### config.mk
export PLATFORM = sky130hd
export DESIGN_NAME = req_grant_arbiter
export DESIGN_NICKNAME = d
export VERILOG_FILES = /design/src/rtl/arb_pkg.sv /design/src/rtl/req_grant_arbiter_rr_pick.sv /design/src/rtl/req_grant_arbiter.sv
export SDC_FILE = /design/constraint.sdc
export NUM_CORES = 1
export LEC_CHECK = 0
export CORE_ASPECT_RATIO = 0.9
export CORE_MARGIN = 8
export CORE_UTILIZATION = 49
export DETAILED_ROUTE_END_ITERATION = 8
export MAX_ROUTING_LAYER = met4
export PLACE_DENSITY = 0.82
export SYNTH_ARGS = -nofsm -noshare
export SYNTH_HDL_FRONTEND = slang
export SYNTH_SLANG_ARGS = --single-unit
export TNS_END_PERCENT = 5
### constraint.sdc
create_clock -name clk -period 1.9 [get_ports clk]
set_input_delay 0.19 -clock clk [delete_from_list [all_inputs] [get_ports clk]]
set_output_delay 0.19 -clock clk [all_outputs]
set_load 0.005 [all_outputs]
### src/rtl/arb_pkg.sv
// ---------------------------------------------------------------------------
// arb_pkg
//   Shared types and helpers for the req_grant_arbiter slice.
//   - arb_state_e : arbiter ownership state (IDLE = nobody holds the grant,
//                   OWNED = exactly one requester holds it)
//   - idx_w()     : width of a requester index for an N-way arbiter
// ---------------------------------------------------------------------------
package arb_pkg;

  typedef enum logic [0:0] {
    IDLE  = 1'b0,
    OWNED = 1'b1
  } arb_state_e;

  // Index width for N requesters; never collapses below one bit.
  function automatic int idx_w(input int n);
    int w;
    if (n > 1) begin
      w = $clog2(n);
    end else begin
      w = 1;
    end
    return w;
  endfunction

endpackage

### src/rtl/req_grant_arbiter_rr_pick.sv
// ---------------------------------------------------------------------------
// rr_pick
//   Combinational round-robin winner search.
//   Ports:
//     req      in  N   raw request vector
//     mask     in  N   1 = requester is eligible for this pick
//     last_ptr in  IW  index of the previous winner; search starts one above it
//     onehot   out N   one-hot winner (zero when nothing eligible)
//     idx      out IW  winner index (zero when nothing eligible)
//     any      out 1   at least one eligible requester
// ---------------------------------------------------------------------------
module rr_pick
  import arb_pkg::*;
#(
  parameter int N  = 4,
  parameter int IW = 2
) (
  input  logic [N-1:0]  req,
  input  logic [N-1:0]  mask,
  input  logic [IW-1:0] last_ptr,
  output logic [N-1:0]  onehot,
  output logic [IW-1:0] idx,
  output logic          any
);

  logic [N-1:0] cand;

  // Walk the eligible requests starting at last_ptr+1, wrapping modulo N;
  // the first hit wins and later hits are ignored.
  always_comb begin
    cand   = req & mask;
    onehot = '0;
    idx    = '0;
    any    = 1'b0;
    for (int k = 1; k <= N; k++) begin
      if (!any && cand[(int'(last_ptr) + k) % N]) begin
        any                                 = 1'b1;
        onehot[(int'(last_ptr) + k) % N]    = 1'b1;
        idx                                 = IW'((int'(last_ptr) + k) % N);
      end else begin
        // earlier winner (or no candidate yet) stands
        any = any;
      end
    end
  end

endmodule

### src/rtl/req_grant_arbiter.sv
// ---------------------------------------------------------------------------
// req_grant_arbiter
//   N-way round-robin arbiter with a bounded hold time. An owner keeps the
//   grant while its request stays high; after MAX_HOLD consecutive cycles it
//   is rotated out only if someone else is waiting.
//   Ports:
//     clk          in  1   clock, all logic on posedge
//     rst_n        in  1   synchronous active-low reset
//     req          in  N   level-sensitive request vector
//     grant        out N   one-hot or zero grant, registered
//     grant_valid  out 1   |grant, registered
//     grant_id     out IW  owner index, 0 when no grant
//     timeout      out 1   pulse with the grant that follows a forced rotation
// ---------------------------------------------------------------------------
module req_grant_arbiter
  import arb_pkg::*;
#(
  parameter int N        = 4,
  parameter int MAX_HOLD = 16,
  parameter int CNT_W    = $clog2(MAX_HOLD + 1)
) (
  input  logic                   clk,
  input  logic                   rst_n,
  input  logic [N-1:0]           req,
  output logic [N-1:0]           grant,
  output logic                   grant_valid,
  output logic [idx_w(N)-1:0]    grant_id,
  output logic                   timeout
);

  localparam int IW = idx_w(N);
  localparam logic [CNT_W-1:0] HOLD_MAX = CNT_W'(MAX_HOLD);
  localparam logic [CNT_W-1:0] HOLD_ONE = CNT_W'(1);

  arb_state_e       state_q,       state_d;
  logic [N-1:0]     grant_q,       grant_d;
  logic             grant_valid_q, grant_valid_d;
  logic [IW-1:0]    grant_id_q,    grant_id_d;
  logic             timeout_q,     timeout_d;
  logic [CNT_W-1:0] hold_cnt_q,    hold_cnt_d;
  logic [IW-1:0]    last_ptr_q,    last_ptr_d;

  logic [N-1:0]     pick_onehot;
  logic [IW-1:0]    pick_idx;
  logic             pick_any;
  logic             owner_req;

  // The current owner is never eligible for the next pick; in IDLE grant_q is
  // zero so everybody is eligible.
  rr_pick #(
    .N  (N),
    .IW (IW)
  ) u_rr_pick (
    .req      (req),
    .mask     (~grant_q),
    .last_ptr (last_ptr_q),
    .onehot   (pick_onehot),
    .idx      (pick_idx),
    .any      (pick_any)
  );

  // Owner still asking for the resource.
  always_comb begin
    owner_req = |(req & grant_q);
  end

  // Next-state and next-output computation for the ownership FSM.
  always_comb begin
    state_d       = state_q;
    grant_d       = grant_q;
    grant_valid_d = grant_valid_q;
    grant_id_d    = grant_id_q;
    timeout_d     = 1'b0;
    hold_cnt_d    = hold_cnt_q;
    last_ptr_d    = last_ptr_q;

    case (state_q)
      IDLE: begin
        if (pick_any) begin
          state_d       = OWNED;
          grant_d       = pick_onehot;
          grant_valid_d = 1'b1;
          grant_id_d    = pick_idx;
          hold_cnt_d    = HOLD_ONE;
          last_ptr_d    = pick_idx;
        end else begin
          grant_d       = '0;
          grant_valid_d = 1'b0;
          grant_id_d    = '0;
          hold_cnt_d    = '0;
        end
      end
      OWNED: begin
        if (!owner_req) begin
          // Voluntary release: hand over with no idle gap if anyone waits.
          if (pick_any) begin
            grant_d       = pick_onehot;
            grant_valid_d = 1'b1;
            grant_id_d    = pick_idx;
            hold_cnt_d    = HOLD_ONE;
            last_ptr_d    = pick_idx;
          end else begin
            state_d       = IDLE;
            grant_d       = '0;
            grant_valid_d = 1'b0;
            grant_id_d    = '0;
            hold_cnt_d    = '0;
          end
        end else if (hold_cnt_q < HOLD_MAX) begin
          hold_cnt_d = hold_cnt_q + HOLD_ONE;
        end else if (pick_any) begin
          // Hold budget spent and someone else waits: forced rotation.
          grant_d       = pick_onehot;
          grant_valid_d = 1'b1;
          grant_id_d    = pick_idx;
          hold_cnt_d    = HOLD_ONE;
          last_ptr_d    = pick_idx;
          timeout_d     = 1'b1;
        end else begin
          // Alone at the limit: keep the grant, counter stays saturated.
          hold_cnt_d = HOLD_MAX;
        end
      end
      default: begin
        state_d       = IDLE;
        grant_d       = '0;
        grant_valid_d = 1'b0;
        grant_id_d    = '0;
        hold_cnt_d    = '0;
      end
    endcase
  end

  // State and output registers with synchronous active-low reset.
  always_ff @(posedge clk) begin
    if (!rst_n) begin
      state_q       <= IDLE;
      grant_q       <= '0;
      grant_valid_q <= 1'b0;
      grant_id_q    <= '0;
      timeout_q     <= 1'b0;
      hold_cnt_q    <= '0;
      last_ptr_q    <= IW'(N - 1);
    end else begin
      state_q       <= state_d;
      grant_q       <= grant_d;
      grant_valid_q <= grant_valid_d;
      grant_id_q    <= grant_id_d;
      timeout_q     <= timeout_d;
      hold_cnt_q    <= hold_cnt_d;
      last_ptr_q    <= last_ptr_d;
    end
  end

  assign grant       = grant_q;
  assign grant_valid = grant_valid_q;
  assign grant_id    = grant_id_q;
  assign timeout     = timeout_q;

endmodule

==> impl_summary.log, run 1 <==
[metrics] maximum number of pins on one net before global-route repair: 16
[metrics] async set-or-reset flop fraction in the synthesized netlist: 0%
[metrics] wire length reported by the detailed router: 3.07 mm
[metrics] status: complete, no violations
[metrics] category of the critical setup timing path: reg -> reg
[metrics] DRC violation total after the first TritonRoute iteration: 97
[metrics] crit path launch type: flop
[metrics] cell taking the most area after synthesis: sky130_fd_sc_hd__dfxtp_1
[metrics] antenna diode count: 0
[metrics] number of port buffers: 13
[metrics] Max Buffers Root-to-Sink: 2
[metrics] mean number of vias per cell: 6.10
[metrics] data required time of the critical path: around 2100 ps
[metrics] average instance area after synthesis: 9.25 um^2
[metrics] worst setup skew after layout: ~4.5 ps
[metrics] net count of the finished layout: 170
[metrics] top_reg_cell synth: sky130_fd_sc_hd__dfxtp_1
[metrics] areal power density over the cells: 1480 nW/um^2
[metrics] Netlist cell types: 45
[metrics] standard cell core area: 2380 um^2
[metrics] area fraction of the dominant cell type after synthesis: 26.6%
[metrics] count of final max-slew check failures: 0
[metrics] basic-gate share of the synthesized area counting and, or, nand and nor cells: 25.0%
[metrics] overall die height: 63.0 um
[metrics] end-of-flow core utilization: 64.6%
[metrics] Metal-1 WL: 1.30 mm
[metrics] unrepaired setup endpoints after global routing: yes
[metrics] placed wire-length estimate: approximately 2.3 mm
[metrics] horizontal die dimension: 68.2 um
[metrics] setup fix buffers added after clock tree synthesis: 0
[metrics] via count: 1110
[metrics] Final GP Congestion: 0.964
[metrics] final setup violation count: 0
[metrics] Met3 Routed Length: roughly 280 um
[metrics] Clock Sinks: 16
[metrics] detailed-routed wire length on met2: 1.44 mm
[metrics] total number of H-tree levels: 1
[metrics] post-route setup slack: 86.3 ps
[metrics] Total Die Area: 4300 um^2
[metrics] filler cell count in the final layout: 200
[metrics] flip-flop and latch count after synthesis: 16
[metrics] post-route ant nets: 0
[metrics] top cells by area in the synthesized netlist: sky130_fd_sc_hd__dfxtp_1 (27%), sky130_fd_sc_hd__ha_1 (9.4%), sky130_fd_sc_hd__a22oi_1 (6.2%)
[metrics] number of antenna violations at the first check in global routing: 0
[metrics] initial standard-cell utilization of the core: around half
[metrics] Mapped Nets: roughly 150
[metrics] warnings from Yosys: 0
[metrics] data arrival time at the worst-slack endpoint: 2040 ps
[metrics] final-layout setup total negative slack: 0 ps
[metrics] hold violation total from the final report: 0
[metrics] cell with the most instances after synthesis: sky130_fd_sc_hd__dfxtp_1
[metrics] standard-cell row count: 17
[metrics] synth cell count leaders: sky130_fd_sc_hd__dfxtp_1 (16), sky130_fd_sc_hd__nand2_1 (13), sky130_fd_sc_hd__a22oi_1 (10)
[metrics] clock tree root driver cell: sky130_fd_sc_hd__clkbuf_4
[metrics] Tcrit/Tclk final: 95.5%
[metrics] share of layout cells above drive strength 1: 28.6%
[metrics] first-pass GRT wire length: 5.06 mm
[metrics] CTS tree: built
[metrics] pre-CTS worst setup slack: -139 ps
[metrics] Max Fclk: roughly 0.55 GHz
[metrics] drt wl/cell: 16.9 um
[metrics] Min Clock Period, post-route: 1810 ps
[metrics] cts bufs inserted: 3
[metrics] DRC errors left: 0
[metrics] overall track demand over capacity in global routing: 15.1%
[metrics] dominant combinational cell family by area after synthesis: compound AO/OA/AOI/OAI gates
[metrics] Design Area, Final: 1540 um^2
[metrics] clock-pin slew of the registers on the worst-case setup and hold paths: 90 ps
[metrics] number of top-level design ports: 14
[metrics] placed standard-cell area: between 1000 and 1500 um^2
[metrics] number of synthesized flops with an enable pin: 0
[metrics] Max-Cap Viols: 0
[metrics] fraction of the mapped netlist area in compound gates: roughly 27%
[metrics] number of global-route vias before repair: approximately 1100
[metrics] clock network latency to the later pin of the worst-skew pair: 290 ps
[metrics] worst-case register-to-register setup slack: between 80 and 90 ps
[metrics] CP endpoint kind: flop
[metrics] Gate Count Post-Synth: 130
[metrics] transition time of the tightest slew-check pin: 327 ps
[metrics] multiplexer area fraction after synthesis: under 10%
[metrics] kind of path behind the tightest hold check: reg -> reg
[metrics] leakage power of the design: around 0.57 nW
[metrics] Max-Slew Margin vs Limit: 77.6%
[metrics] peak fanout along the critical path: 8
[metrics] top routing layer used: met4
[metrics] Max rail drop VDD: around 0.96 mV
[metrics] share of synthesized area occupied by flip-flops and latches: 26.6%
[metrics] area of the mapped netlist: roughly 1200 um^2
[metrics] adder-cell share of the synthesized area: 9.37%
[metrics] area added between synthesis and finish: 28.0%
[metrics] fraction of synthesized cell area in xor and xnor cells: 1.46%
[metrics] total congestion overflow after global routing: 0
[metrics] count of TritonRoute iterations in the first routing pass: 4
[metrics] post-route total power: 2.28 mW
==> area by class of cell <==
type	count	area (um^2)	area share [%]
Clock buffer	4	36.3	2.36
Inverter	4	21.3	1.38
Multi-Input combinational cell	102	866	56.3
Sequential cell	16	325	21.1
Tap cell	28	35.0	2.28
Timing Repair Buffer	28	255	16.6
==> per-stage QoR <==
stage | instances | hold WS [ps]
CTS | 182 | 479
finish | 182 | 473
floorplan | 130 | 276
detailed placement | 178 | 471
global placement | 178 | 452
global route | 182 | 535
==> worst paths after layout <==
| check | cells after the start | endpoint | start |
|---|---|---|---|
| setup / recovery | 7 | last_ptr_q[1]$_SDFFE_PN1P_ | last_ptr_q[0]$_SDFFE_PN1P_ |
| hold / removal | 2 | grant_valid$_SDFFE_PN0P_ | grant_valid$_SDFFE_PN0P_ |
| setup reg to reg | 7 | last_ptr_q[1]$_SDFFE_PN1P_ | last_ptr_q[0]$_SDFFE_PN1P_ |
| hold reg to reg | 2 | grant_valid$_SDFFE_PN0P_ | grant_valid$_SDFFE_PN0P_ |
==> critical path, cell delays in order, from the launching register on <==
cell and delay, ps:
sky130_fd_sc_hd__dfxtp_4 370, sky130_fd_sc_hd__clkinvlp_4 100, sky130_fd_sc_hd__ha_4 350, sky130_fd_sc_hd__o21ai_1 100
sky130_fd_sc_hd__a221oi_2 260, sky130_fd_sc_hd__a311oi_1 80, sky130_fd_sc_hd__a311oi_1 330, sky130_fd_sc_hd__nand3b_1 160
==> logic make-up (layout without fill, tap and decap cells) <==
group | after synthesis | after routing
adder cells (fa/ha/maj) | 9 | 9
AO/OA/AOI/OAI | 37 | 37
flip-flops | 16 | 16
AND/OR/NAND/NOR | 50 | 50
buffers and inverters | 12 | 36
multiplexers | 4 | 4
XOR/XNOR | 2 | 2
==> per-layer routing <==
layer	up-vias	track usage, %
met5	-	-
met4	0	3.32
met3	8	4.30
met2	51	23.4
met1	510	18.6
li1	541	-
==> what timing repair did <==
item / 4_1_cts / 5_1_grt
endpoints found under the hold margin: 0 / 0
hold buffers: 0 / 0
setup endpoints to repair: 0 / 6
gates resized for setup: 0 / 6
==> state kept, by name, summed over array words and instances (netlist names) <==
signal	flops
hold_cnt_q	5
grant	4
grant_id	2
last_ptr_q	2
grant_valid	1
state_q	1
timeout	1
==> power by group <==
part           switching, mW  total (mW)  internal (mW)
Combinational          0.816        1.52          0.700
Sequential            0.0988       0.537          0.438
Clock                  0.106       0.222          0.117
Total                   1.02        2.28           1.26
==> cell usage in the layout, fill, tap and decap left out, types with 3 or more instances in the layout <==
| cell type | n |
|---|---|
| sky130_fd_sc_hd__a22oi_1 | 10 |
| sky130_fd_sc_hd__nand2_1 | 13 |
| sky130_fd_sc_hd__nand3_1 | 7 |
| sky130_fd_sc_hd__ha_1 | 8 |
| sky130_fd_sc_hd__o21ai_0 | 5 |
| sky130_fd_sc_hd__nand2b_1 | 4 |
| sky130_fd_sc_hd__buf_4 | 14 |
| sky130_fd_sc_hd__dfxtp_1 | 14 |
| sky130_fd_sc_hd__nor3_1 | 3 |
| sky130_fd_sc_hd__a222oi_1 | 4 |
| sky130_fd_sc_hd__nor3_2 | 4 |
| sky130_fd_sc_hd__clkdlybuf4s50_1 | 13 |
| sky130_fd_sc_hd__nand3b_1 | 3 |
| sky130_fd_sc_hd__clkbuf_4 | 3 |
| sky130_fd_sc_hd__nor2_1 | 5 |
No activity file was read; power rests on OpenSTA's default activity.
==> run 2: changes to the inputs <==
==> constraint.sdc (replaced) <==
create_clock -name clk -period 1.9 [get_ports clk]
set_input_delay 0.38 -clock clk [delete_from_list [all_inputs] [get_ports clk]]
set_output_delay 0.38 -clock clk [all_outputs]
set_load 0.005 [all_outputs]
==> run 2 against run 1 <==
Effect of this change:
- via count grew 2.8%
- hold slack better by 7.4 ps
- flip-flop and latch count is the same
- utilization rose by 3.7 points
- clock-buffer cell count unchanged
- final area rose by 5.8%
- register-to-register slack worse by 30 ps
- setup slack got worse by 70 ps
- global-route usage is 0.17 points higher
- sequential power about the same
- total power increased by 5.3%
- critical path type is now in -> reg
- critical endpoint is now grant_id[1]$_SDFFE_PN0P_
==> impl_summary.log, run 2 (synthesized netlist as in run 1, its figures left out) <==
[metrics] cts bufs inserted: 3 (unchanged)
[metrics] instance count after placement with tap cells included: 182 (+2.2%)
[metrics] number of top-level design ports: 14 (unchanged)
[metrics] crit path launch type: primary input
[metrics] overall die height: 63.0 um (unchanged)
[metrics] cell occurring most often along the worst timing path: sky130_fd_sc_hd__a311oi_1
[metrics] filler-free cell count of the finished design: 189 (+3.8%)
[metrics] category of the critical setup timing path: in -> reg
[metrics] hold buffer count at cts: 0 (unchanged)
[metrics] slowest stage cell on the critical path: sky130_fd_sc_hd__clkdlybuf4s50_1
[metrics] Max-Cap Viols: 0 (unchanged)
[metrics] count of final max-slew check failures: 0 (unchanged)
[metrics] mean number of vias per cell: 6.04 (-1.0%)
[metrics] final setup violation count: 0 (unchanged)
[metrics] Max Buffers Root-to-Sink: 2 (unchanged)
[metrics] final-layout setup total negative slack: 0 ps (unchanged)
[metrics] kind of path behind the tightest hold check: reg -> reg
[metrics] transition time of the tightest slew-check pin: 349 ps (+21.4 ps)
[metrics] number of global-route vias before repair: 1117 (+2.3%)
[metrics] Tcrit/Tclk final: 99.1% (+3.7 points)
[metrics] Design Area, Final: 1630 um^2 (+5.8%)
[metrics] Total Die Area: 4300 um^2 (unchanged)
[metrics] filler cell count in the final layout: 191 (-4.5%)
[metrics] sequential standard cell area: 325 um^2 (unchanged)
[metrics] most used cells in the layout excluding fill and tap cells: sky130_fd_sc_hd__buf_4 (20), sky130_fd_sc_hd__dfxtp_1 (14), sky130_fd_sc_hd__nand2_1 (12)
[metrics] data required time of the critical path: 2090 ps (-40 ps)
[metrics] Max rail drop VDD: 0.886 mV (-7.7%)
[metrics] placed standard-cell area: 1500 um^2 (+2.0%)
[metrics] antenna diode count: 0 (unchanged)
[metrics] number of antenna violations at the first check in global routing: 0 (unchanged)
[metrics] Max-Slew Margin vs Limit: 76.7% (-0.84 points)
[metrics] area taken by multi-input logic gates: 893 um^2 (+3.2%)
[metrics] Top reg by flops: hold_cnt_q
[metrics] standard cell core area: 2380 um^2 (unchanged)
[metrics] maximum number of pins on one net before global-route repair: 16 (unchanged)
[metrics] worst setup skew after layout: 3.84 ps (-0.646 ps)
[metrics] unrepaired setup endpoints after global routing: yes
[metrics] DRC errors left: 0 (unchanged)
[metrics] CTS tree: built
[metrics] Final GP Congestion: 0.951 (-1.3%)
[metrics] total congestion overflow after global routing: 0 (unchanged)
[metrics] horizontal die dimension: 68.2 um (unchanged)
[metrics] share of layout cells above drive strength 1: 34.8% (+6.2 points)
[metrics] total buffers and inverters traversed by the critical path: 1 (unchanged)
[metrics] cell-by-cell trace of the critical path: clkdlybuf4s50_1 > and2b_4 > o311ai_1 > a21oi_1 > a311oi_1 > a311oi_1 > a22o_1
[metrics] wire length reported by the detailed router: 3.25 mm (+5.6%)
[metrics] CP endpoint kind: flop
[metrics] area added between synthesis and finish: 35.4%
[metrics] leakage power of the design: 0.630 nW (+10%)
[metrics] first-pass GRT wire length: 5.17 mm (+2.2%)
[metrics] via count: 1141 (+2.8%)
[metrics] number of port buffers: 13 (unchanged)
[metrics] post-route ant nets: 0 (unchanged)
[metrics] clock network latency to the later pin of the worst-skew pair: 290 ps (about the same)
[metrics] total number of H-tree levels: 1 (unchanged)
[metrics] count of TritonRoute iterations in the first routing pass: 4 (unchanged)
[metrics] areal power density over the cells: 1470 nW/um^2 (-0.43%)
[metrics] peak fanout along the critical path: 6 (-2)
[metrics] clock tree root driver cell: sky130_fd_sc_hd__clkbuf_4
[metrics] most common library cell in the layout ignoring fill and taps: sky130_fd_sc_hd__buf_4
[metrics] clock-pin slew of the registers on the worst-case setup and hold paths: 100 ps (about the same)
[metrics] Max Fclk: 0.531 GHz (-3.7%)
[metrics] standard-cell row count: 17 (unchanged)
[metrics] net count of the finished layout: 177 (+4.1%)
[metrics] placed wire-length estimate: 2.24 mm (-1.2%)
[metrics] critical path's top delay family: compound AO/OA/AOI/OAI gates
[metrics] data arrival time at the worst-slack endpoint: 2080 ps (+40 ps)
[metrics] drt wl/cell: 17.2 um (+1.7%)
[metrics] Min Clock Period, post-route: 1880 ps (+70.1 ps)
[metrics] peak per-stage delay on the critical path: 460 ps (+90 ps)
[metrics] initial standard-cell utilization of the core: 50.5% (unchanged)
[metrics] Clock Sinks: 16 (unchanged)
[metrics] flip-flop count of the largest register, all copies and words added: 5 (unchanged)
[metrics] hold violation total from the final report: 0 (unchanged)
[metrics] status: complete, no violations
[metrics] overall track demand over capacity in global routing: 15.2% (+0.17 points)
[metrics] DRC violation total after the first TritonRoute iteration: 107 (+10%)
==> run 2: cell count changes in the layout (fill, tap and decap cells not counted), sizes merged <==
cell / delta
buf: +7
clkdlybuf4s50: -2
dlymetal6s2s: +2
==> run 2: worst paths after layout <==
kind	depth (start not counted)	slack, ps	from	to
worst max-delay path	7	20	req[2]	grant_id[1]$_SDFFE_PN0P_
worst min-delay path	2	480	grant_valid$_SDFFE_PN0P_	grant_valid$_SDFFE_PN0P_
worst max register to register	7	60	last_ptr_q[0]$_SDFFE_PN1P_	grant[2]$_SDFFE_PN0P_
worst min register to register	2	480	grant_valid$_SDFFE_PN0P_	grant_valid$_SDFFE_PN0P_
==> run 2: stage by stage <==
stage | worst slack (ps) | hold slack (ps) | utilization (%) | power (mW)
CTS | 17.4 | 478 | 64.6 | 2.22
global route | -39.4 | 518 | 68.3 | 2.56
finish | 16.2 | 481 | 68.3 | 2.40
floorplan | -10.7 | 447 | - | 1.55
global placement | -272 | 452 | 62.9 | 1.93
detailed placement | -345 | 466 | 62.9 | 1.98
==> run 2: tightest hold or removal path, delay by kind of cell, from the launching register on <==
kind / cells / cell delay [ps]
compound gates: 1 / 70
buf+inv: 1 / 50
flops: 1 / 320
==> run 2: layer usage <==
| metal | wire length, um | track usage (%) | share of wire, % | vias up |
|---|---|---|---|---|
| met2 | 1530 | 22.6 | 47 | 57 |
| met4 | 42 | 3.84 | 1.3 | 0 |
| met1 | 1450 | 19.8 | 45 | 529 |
| met3 | 228 | 3.94 | 7.0 | 6 |
| li1 | - | - | - | 549 |
| met5 | 0 | - | 0 | - |
==> run 2: repair_timing <==
| action | CTS | global route |
|---|---|---|
| setup endpoints to repair | 2 | 8 |
| resized for setup | 1 | 14 |
| pin swaps | 0 | 9 |
| buffers inserted | 0 | 3 |
==> run 2: layout make-up <==
cell class	count	area share [%]
multi-input combinational	102	54.9
sequential	16	20.0
timing repair buffer	35	19.4
clock buffer	4	2.23
tap	28	2.15
inverter	4	1.31
==> run 2: report_power, final <==
group	switching (mW)	internal (mW)	leakage [nW]	total (mW)
Sequential	0.100	0.438	0.132	0.539
Clock	0.110	0.117	0.0210	0.227
Combinational	0.865	0.767	0.478	1.63
==> run 3: changes to the inputs <==
- PLACE_DENSITY: 0.82 -> 0.83
- SYNTH_HIERARCHICAL: unset -> 1
==> run 3 against run 2 <==
Effect of this change:
- sequential share of layout area up 1.1 points
- via count up 0.18%
- fmax up 0.35%
- utilization up 3.8 points
- cell count up 5.3%
- final area down 4.2%
- largest cell class unchanged
- critical path depth up 1
- non-clock buffer count up 9
- sequential power down 12%
- flip-flop and latch count unchanged
- die area down 5.4%
- synthesized area down 7.1%
==> impl_summary.log, run 3 <==
[metrics] share of synthesized area occupied by flip-flops and latches: 28.7% (+2.0 points)
[metrics] transition time of the tightest slew-check pin: 290 ps (-59.0 ps)
[metrics] sequential standard cell area: 329 um^2 (+1.2%)
[metrics] mean number of vias per cell: 5.74 (-4.9%)
[metrics] average instance area after synthesis: 8.59 um^2 (-7.1%)
[metrics] Max Buffers Root-to-Sink: 2 (unchanged)
[metrics] cell taking the most area after synthesis: sky130_fd_sc_hd__dfxtp_1
[metrics] initial standard-cell utilization of the core: 51.7% (+1.2 points)
[metrics] clock network latency to the later pin of the worst-skew pair: 290 ps (about the same)
[metrics] Mapped Nets: 144 (-0.69%)
[metrics] data arrival time at the worst-slack endpoint: 2090 ps (about the same)
[metrics] category of the critical setup timing path: reg -> reg
[metrics] area fraction of the dominant cell type after synthesis: 28.7% (+2.0 points)
[metrics] worst setup skew after layout: 1.82 ps (-2.01 ps)
[metrics] placed wire-length estimate: 2.26 mm (+0.76%)
[metrics] Clock Sinks: 16 (unchanged)
[metrics] synth cell count leaders: sky130_fd_sc_hd__dfxtp_1 (16), sky130_fd_sc_hd__nand2_1 (13), sky130_fd_sc_hd__nand3_1 (11)
[metrics] first-pass GRT wire length: 4.96 mm (-4.0%)
[metrics] areal power density over the cells: 1370 nW/um^2 (-6.8%)
[metrics] flip-flop count of the largest register, all copies and words added: 5 (unchanged)
[metrics] Max rail drop VDD: 0.812 mV (-8.3%)
[metrics] via count: 1143 (+0.18%)
[metrics] area added between synthesis and finish: 39.6%
[metrics] DRC violation total after the first TritonRoute iteration: 87 (-19%)
[metrics] horizontal die dimension: 66.3 um (-2.8%)
[metrics] antenna diode count: 0 (unchanged)
[metrics] Gate Count Post-Synth: 130 (unchanged)
[metrics] number of top-level design ports: 14 (unchanged)
[metrics] CTS tree: built
[metrics] Tcrit/Tclk final: 98.8% (-0.34 points)
[metrics] kind of path behind the tightest hold check: reg -> reg
[metrics] post-route setup slack: 22.7 ps (+6.49 ps)
[metrics] total congestion overflow after global routing: 0 (unchanged)
[metrics] cell with the most instances after synthesis: sky130_fd_sc_hd__dfxtp_1
[metrics] number of antenna violations at the first check in global routing: 0 (unchanged)
[metrics] Max-Cap Viols: 0 (unchanged)
[metrics] Max Fclk: 0.533 GHz (+0.35%)
[metrics] count of final max-slew check failures: 0 (unchanged)
[metrics] area of the mapped netlist: 1120 um^2 (-7.1%)
[metrics] pre-CTS worst setup slack: -480 ps (-135 ps)
[metrics] peak per-stage delay on the critical path: 570 ps (+110 ps)
[metrics] Top reg by flops: hold_cnt_q
[metrics] peak fanout along the critical path: 6 (unchanged)
[metrics] Netlist cell types: 39 (-13%)
[metrics] flip-flop and latch count after synthesis: 16 (unchanged)
[metrics] area taken by multi-input logic gates: 761 um^2 (-15%)
[metrics] net count of the finished layout: 187 (+5.6%)
[metrics] status: complete, no violations
[metrics] drt wl/cell: 15.0 um (-13%)
[metrics] Max-Slew Margin vs Limit: 80.6% (+3.9 points)
[metrics] overall track demand over capacity in global routing: 15.9% (+0.64 points)
[metrics] slowest stage cell on the critical path: sky130_fd_sc_hd__mux4_2
[metrics] hold buffer count at cts: 0 (unchanged)
[metrics] top_reg_cell synth: sky130_fd_sc_hd__dfxtp_1
[metrics] clock-pin slew of the registers on the worst-case setup and hold paths: 90 ps (about the same)
[metrics] CP endpoint kind: flop
[metrics] number of synthesized flops with an enable pin: 0 (unchanged)
[metrics] filler cell count in the final layout: 163 (-15%)
[metrics] final setup violation count: 0 (unchanged)
[metrics] warnings from Yosys: 6 (+6)
[metrics] Final GP Congestion: 1.02 (+7.2%)
[metrics] overall die height: 61.3 um (-2.7%)
[metrics] unrepaired setup endpoints after global routing: yes
[metrics] leakage power of the design: 0.653 nW (+3.6%)
[metrics] worst-case register-to-register setup slack: 20 ps (-40 ps)
[metrics] Total Die Area: 4070 um^2 (-5.4%)
[metrics] number of global-route vias before repair: 1120 (+0.27%)
[metrics] crit path launch type: flop
[metrics] post-route total power: 2.14 mW (-11%)
[metrics] cell-by-cell trace of the critical path: inv_1 > and2_4 > mux4_2 > nor2b_4 > a221oi_2 > o2bb2ai_2 > nand3_1 > o22ai_1
[metrics] data required time of the critical path: 2110 ps (+20 ps)
[metrics] standard cell core area: 2160 um^2 (-9.2%)
[metrics] most common library cell in the layout ignoring fill and taps: sky130_fd_sc_hd__buf_4
[metrics] total buffers and inverters traversed by the critical path: 1 (unchanged)
[metrics] critical path's top delay family: multiplexers
[metrics] async set-or-reset flop fraction in the synthesized netlist: 0% (unchanged)
[metrics] total number of H-tree levels: 1 (unchanged)
[metrics] DRC errors left: 0 (unchanged)
[metrics] maximum number of pins on one net before global-route repair: 14 (-2)
[metrics] most used cells in the layout excluding fill and tap cells: sky130_fd_sc_hd__buf_4 (30), sky130_fd_sc_hd__nand2_1 (13), sky130_fd_sc_hd__dfxtp_1 (11)
[metrics] share of layout cells above drive strength 1: 37.2% (+2.4 points)
[metrics] top cells by area in the synthesized netlist: sky130_fd_sc_hd__dfxtp_1 (29%), sky130_fd_sc_hd__ha_1 (9.0%), sky130_fd_sc_hd__nand3_1 (4.9%)
[metrics] standard-cell row count: 16 (-1)
[metrics] wire length reported by the detailed router: 2.99 mm (-8.0%)
[metrics] post-route ant nets: 0 (unchanged)
[metrics] count of TritonRoute iterations in the first routing pass: 4 (unchanged)
[metrics] hold violation total from the final report: 0 (unchanged)
[metrics] cts bufs inserted: 3 (unchanged)
[metrics] Min Clock Period, post-route: 1880 ps (-6.49 ps)
[metrics] number of port buffers: 13 (unchanged)
[metrics] clock tree root driver cell: sky130_fd_sc_hd__clkbuf_4
run 3: final cells by class:
type / count / area share (%)
Timing Repair Buffer: 44 / 23.7
Sequential cell: 16 / 21.1
Tap cell: 27 / 2.17
Multi-Input combinational cell: 100 / 48.8
Clock buffer: 4 / 2.33
Inverter: 8 / 1.92
run 3: routing by layer:
metal	vias to the layer above	GRT usage, %	share of wire [%]
met1	541	18.4	45
met4	0	4.86	1.3
met5	-	-	0
met3	6	3.64	5.4
li1	554	-	-
met2	42	26.7	48
run 3: what timing repair did:
action / CTS / global route
setup buffers: 1 / 0
setup endpoints to repair: 6 / 7
gates resized for setup: 14 / 3
pin swaps: 4 / 7
run 3: where the power goes:
part / switching [mW] / leakage, nW / total [mW] / internal, mW
Combinational: 0.714 / 0.499 / 1.44 / 0.728
Clock: 0.108 / 0.0210 / 0.225 / 0.117
Sequential: 0.0551 / 0.133 / 0.475 / 0.420
Total: 0.877 / 0.653 / 2.14 / 1.27
run 3: final timing paths:
| check | start | endpoint | cells past startpoint |
|---|---|---|---|
| setup / recovery | grant[3]$_SDFFE_PN0P_ | grant[0]$_SDFFE_PN0P_ | 8 |
| hold / removal | grant_id[1]$_SDFFE_PN0P_ | grant_id[1]$_SDFFE_PN0P_ | 2 |
| setup reg to reg | grant[3]$_SDFFE_PN0P_ | grant[0]$_SDFFE_PN0P_ | 8 |
| hold reg to reg | grant_id[1]$_SDFFE_PN0P_ | grant_id[1]$_SDFFE_PN0P_ | 2 |
run 3: cells by family (layout without fill, tap and decap cells):
| group | Yosys count | in the layout | synth area share [%] |
|---|---|---|---|
| simple gates | 50 | 50 | 23.3 |
| compound gates | 33 | 33 | 21.5 |
| flops | 16 | 16 | 28.7 |
| buf+inv | 14 | 56 | 7.17 |
| fa+ha+maj | 8 | 8 | 8.96 |
| mux | 7 | 7 | 8.85 |
| xor+xnor | 2 | 2 | 1.57 |
run 3: worst min-delay path, stage by stage (launching register included):
cell                      delay (ps)
sky130_fd_sc_hd__dfxtp_1         320
sky130_fd_sc_hd__nand2_1          50
sky130_fd_sc_hd__o22ai_1          60
run 3: metrics by stage:
stage	utilization (%)	setup TNS (ps)	std cells	hold WS [ps]	cell area, um^2
2_1_floorplan	-	0	130	454	1140
3_3_place_gp	68.6	-2810	194	451	1480
3_5_place_dp	68.6	-3370	194	463	1480
4_1_cts	71.4	0	199	484	1540
5_1_grt	72.2	-323	199	526	1560
6_report	72.2	0	199	476	1560
==> variant 1: new RTL, flow settings as in run 1 <==
Put one more register stage on the output `timeout`, with the module's reset. The value now appears one clock later. The other outputs are not delayed to match.
--- a/src/rtl/req_grant_arbiter.sv
+++ b/src/rtl/req_grant_arbiter.sv
@@ -155,7 +155,13 @@
   assign grant       = grant_q;
   assign grant_valid = grant_valid_q;
   assign grant_id    = grant_id_q;
-  assign timeout     = timeout_q;
+  always_ff @(posedge clk) begin
+    if (!rst_n) begin
+      timeout <= '0;
+    end else begin
+      timeout <= timeout_q;
+    end
+  end
 
 endmodule
 
Function: no difference found for any inputs over 4 cycles, from zero or initial values and one cycle with rst_n low; that may be too few to reach the edited logic, so the function may still have changed.
==> variant 1 against run 1 <==
The run now ends with negative setup slack left. Worst setup slack worse by 0.10 ns. Design area increased by 3.3%. Total power increased by 8.2%. Routed wire length increased by 12%. Clock power down 14%. Sequential cell count increased by 1. Die area is 8.7% lower. Area after synthesis decreased by 11%. Register-to-register slack got worse by 0.09 ns.
==> variant 1: results (changes against run 1) <==
STATUS
---------------------------------------------------------------------------
Outcome ...................................................... finished, violations left
Violations in the final reports .............................. negative setup slack

DRT
---------------------------------------------------------------------------
WL/cell ......................................................      17.8 um   +5.3%
Detailed Route Iter0 Violations ..............................           75   -23%
Total vias in the final route ................................         1165   +5.0%
Number of vias per cell ......................................         6.04   -1.0%

PLACEMENT
---------------------------------------------------------------------------
Placed instance count ........................................          187   +5.1%
Placer Congestion ............................................        0.969   +0.49%
HPWL reported at the end of detailed placement ...............      2360 um   +4.1%
Worst setup timing slack at the placement stage ..............    -0.299 ns   -0.160 ns

STA
---------------------------------------------------------------------------
Worst path setup slack after routing .........................   -0.0186 ns   -0.105 ns
Setup-violating endpoint count in the final report ...........            1   +1
Setup Skew ...................................................   0.00264 ns   -0.00185 ns
Worst-margin pin slew ........................................     0.338 ns   +0.0110 ns

SYNTH
---------------------------------------------------------------------------
Area share of fa/ha/maj cells after synthesis ................        0.106   +0.0121
Share of synthesized area occupied by flip-flops and latches .        0.320   +0.0532
Synth Area in XOR/XNOR .......................................       0.0165   +0.00188
Synth area leaders ........................................... sky130_fd_sc_hd__dfxtp_1, sky130_fd_sc_hd__ha_1, sky130_fd_sc_hd__a221o_1
Compound-Gate Fraction of Synth Area .........................        0.267   -0.00173
Commonest cells in the netlist ............................... sky130_fd_sc_hd__dfxtp_1, sky130_fd_sc_hd__nand2_1, sky130_fd_sc_hd__nand3_1
Syn nets .....................................................          136   -6.2%
Multiplexer share of the synthesized area ....................       0.0517   +0.00800
Count of cell types in the netlist ...........................           39   -13%
Mean post-synth cell area ....................................     8.80 um2   -4.9%
Post-synthesis async set-or-reset flop share .................            0   unchanged

GRT
---------------------------------------------------------------------------
GRT Resource Usage Total .....................................        0.169   +0.0184
Pin count of the biggest net entering global routing .........           11   -5
Number of global-route vias before repair ....................         1052   -3.7%
Wire length of the first global-routing pass .................      5040 um   -0.28%

CRITICAL PATH
---------------------------------------------------------------------------
Signal arrival time at the worst endpoint ....................      2.11 ns   +0.07 ns
Peak fanout along the critical path ..........................            5   -3
Crit path largest cell delay .................................      0.52 ns   +0.15 ns
Worst path slowest cell ...................................... sky130_fd_sc_hd__clkdlybuf4s50_1

POWER AND IR DROP
---------------------------------------------------------------------------
P_leak .......................................................     0.649 nW   +13%

CLOCK NETWORK
---------------------------------------------------------------------------
Maximum buffer depth of the clock tree .......................            2   unchanged
TritonCTS buffer count .......................................            3   unchanged

LAYOUT
---------------------------------------------------------------------------
Layout cell share with drive strength beyond 1 ...............        0.361   +0.0757

## variant 1: where the power goes
part / switching, W / internal, W
clock network: 0.000111 / 0.0000819
registers: 0.000120 / 0.000469
logic: 0.000819 / 0.000863
## variant 1: layout make-up
type	count	area, um2
clock buffers	4	26.3
repair buffers	44	363
flip-flops and latches	17	349
well taps	27	33.8
fillers	130	533
multi-input cells	96	786
inverters	5	31.3
## variant 1: what timing repair did
item	in CTS	in global routing
setup buffers	0	2
gates resized for setup	4	18
setup endpoints to repair	4	8
pin swaps	0	2
## variant 1: worst paths after layout
check	start	endpoint	cells past startpoint	slack (ns)
min	timeout_q	timeout	1	0.44
min reg2reg	timeout_q	timeout	1	0.44
max	req[3]	grant[1]	8	-0.02
max reg2reg	last_ptr_q[0]	grant[3]	6	0
## variant 1: cells by family (layout without fill, tap and decap cells)
group           count (synthesis)  count (layout)
compound gates                 40              40
xor+xnor                        2               2
fa+ha+maj                       9               9
buf+inv                         8              53
flops                          17              17
mux                             3               3
simple gates                   42              42
## variant 1: worst max-delay path: cells and delay by family
kind	cells	cell delay, ns
and+or+nand+nor	2	0.53
buffers and inverters	2	0.68
AOI/OAI and AO/OA	4	0.70
## variant 1: metal layers
layer	vias to the layer above	part of all wire	track usage
li1	542	-	-
met1	562	0.42	0.199
met2	55	0.49	0.282
met3	6	0.071	0.0375
met4	0	0.022	0.0528
met5	-	0	-
## variant 1: through the flow
| stage | power [W] | hold WS [ns] | setup TNS, ns | util |
|---|---|---|---|---|
| 2_1_floorplan | 0.00138 | 0.412 | -0.0105 | - |
| 3_3_place_gp | 0.00193 | 0.419 | -1.43 | 0.687 |
| 3_5_place_dp | 0.00197 | 0.426 | -2.01 | 0.687 |
| 4_1_cts | 0.00221 | 0.447 | 0 | 0.705 |
| 5_1_grt | 0.00263 | 0.462 | -0.393 | 0.749 |
| 6_report | 0.00246 | 0.442 | -0.0186 | 0.749 |
==> variant 2: new RTL, config.mk and constraints of run 1 <==
Made on the original files. Set the parameter `MAX_HOLD` to 8 (it was 16).
--- a/src/rtl/req_grant_arbiter.sv
+++ b/src/rtl/req_grant_arbiter.sv
@@ -16,7 +16,7 @@
   import arb_pkg::*;
 #(
   parameter int N        = 4,
-  parameter int MAX_HOLD = 16,
+  parameter int MAX_HOLD = 8,
   parameter int CNT_W    = $clog2(MAX_HOLD + 1)
 ) (
   input  logic                   clk,
Check against the original RTL: no difference found for any inputs over 4 cycles, from zero or initial values and one cycle with rst_n low; that may be too few to reach the edited logic, so the function may still have changed.
==> variant 2 against run 1 <==
The flow now finishes with violations (negative setup slack). Routed wire length is 0.88% lower. Hold slack lost 0.011 ns. Critical path type unchanged. Area after synthesis fell by 14%. Design area is 7.3% lower. Worst setup slack got worse by 0.13 ns. Sequential cell count decreased by 1. Largest power group unchanged. Total power shrank 4.8%. First-iteration DRC count is 2.1% higher. Clock power is 24% lower.
==> variant 2: results (changes against run 1) <==
LAYOUT
-----------------------------------------------------------------
Filler Cells Inserted ..............................          141   -30%
Net count of the finished layout ...................          181   +6.5%
Sequential cell area ...............................      305 um2   -6.2%
Multi-input comb cells .............................          104   +2.0%

STA
-----------------------------------------------------------------
Setup-violating endpoint count in the final report .            4   +4
Worst path setup slack after routing ...............   -0.0394 ns   -0.126 ns
Summed negative setup slack over all endpoints .....    -0.101 ns   -0.101 ns

POWER AND IR DROP
-----------------------------------------------------------------
P_leak .............................................     0.567 nW   -0.96%
Proportion of power drawn by combinational gates ...        0.696   +0.030
Worst vdd rail ir drop .............................      1040 uV   +8.6%

SYNTH
-----------------------------------------------------------------
Area share of fa/ha/maj cells after synthesis ......        0.108   +0.0148
Synth area leaders ................................. sky130_fd_sc_hd__dfxtp_1, sky130_fd_sc_hd__ha_1, sky130_fd_sc_hd__a21oi_1
Multiplexer share of the synthesized area ..........       0.0434   -0.000331
Mean post-synth cell area ..........................     8.11 um2   -12%
Syn nets ...........................................          143   -1.4%

CRITICAL PATH
-----------------------------------------------------------------
Peak fanout along the critical path ................            6   -2
Crit path largest cell delay .......................      0.61 ns   +0.24 ns

PLACEMENT
-----------------------------------------------------------------
Worst setup timing slack at the placement stage ....    -0.196 ns   -0.0566 ns

GRT
-----------------------------------------------------------------
Met3 track utilization from global routing .........       0.0448   +0.00177
Number of global-route vias before repair ..........         1054   -3.5%
Wire length of the first global-routing pass .......      4840 um   -4.2%

DRT
-----------------------------------------------------------------
Met1 layer wirelength in the final routing .........      1260 um   -3.3%
Wire length on met2 ................................      1450 um   +1.1%

STATUS
-----------------------------------------------------------------
Violations in the final reports .................... negative setup slack
Outcome ............................................ finished, violations left

==> variant 2: cell types whose count changed after synthesis, sizes merged, moves of 3 or more <==
cell,change
a22oi,-4
buf,-4
nor2,+4
a21oi,+10
nand2,-4
mux2i,-4
a221o,+5
nand4,+5
a222oi,-4
nand3b,-3
==> variant 2: final timing paths <==
check,start,endpoint,slack (ns),cells past startpoint
worst max-delay path,last_ptr_q[1],grant[2],-0.04,6
worst min-delay path,grant_id[0],grant_id[0],0.46,2
worst max register to register,last_ptr_q[1],grant[2],-0.04,6
worst min register to register,grant_id[0],grant_id[0],0.46,2
==> variant 2: kinds of logic (layout without fill, tap and decap cells) <==
family | count (synthesis) | after routing
simple gates | 53 | 53
compound gates | 39 | 39
flops | 15 | 15
fa+ha+maj | 9 | 9
buf+inv | 9 | 46
mux | 2 | 2
xor+xnor | 1 | 1
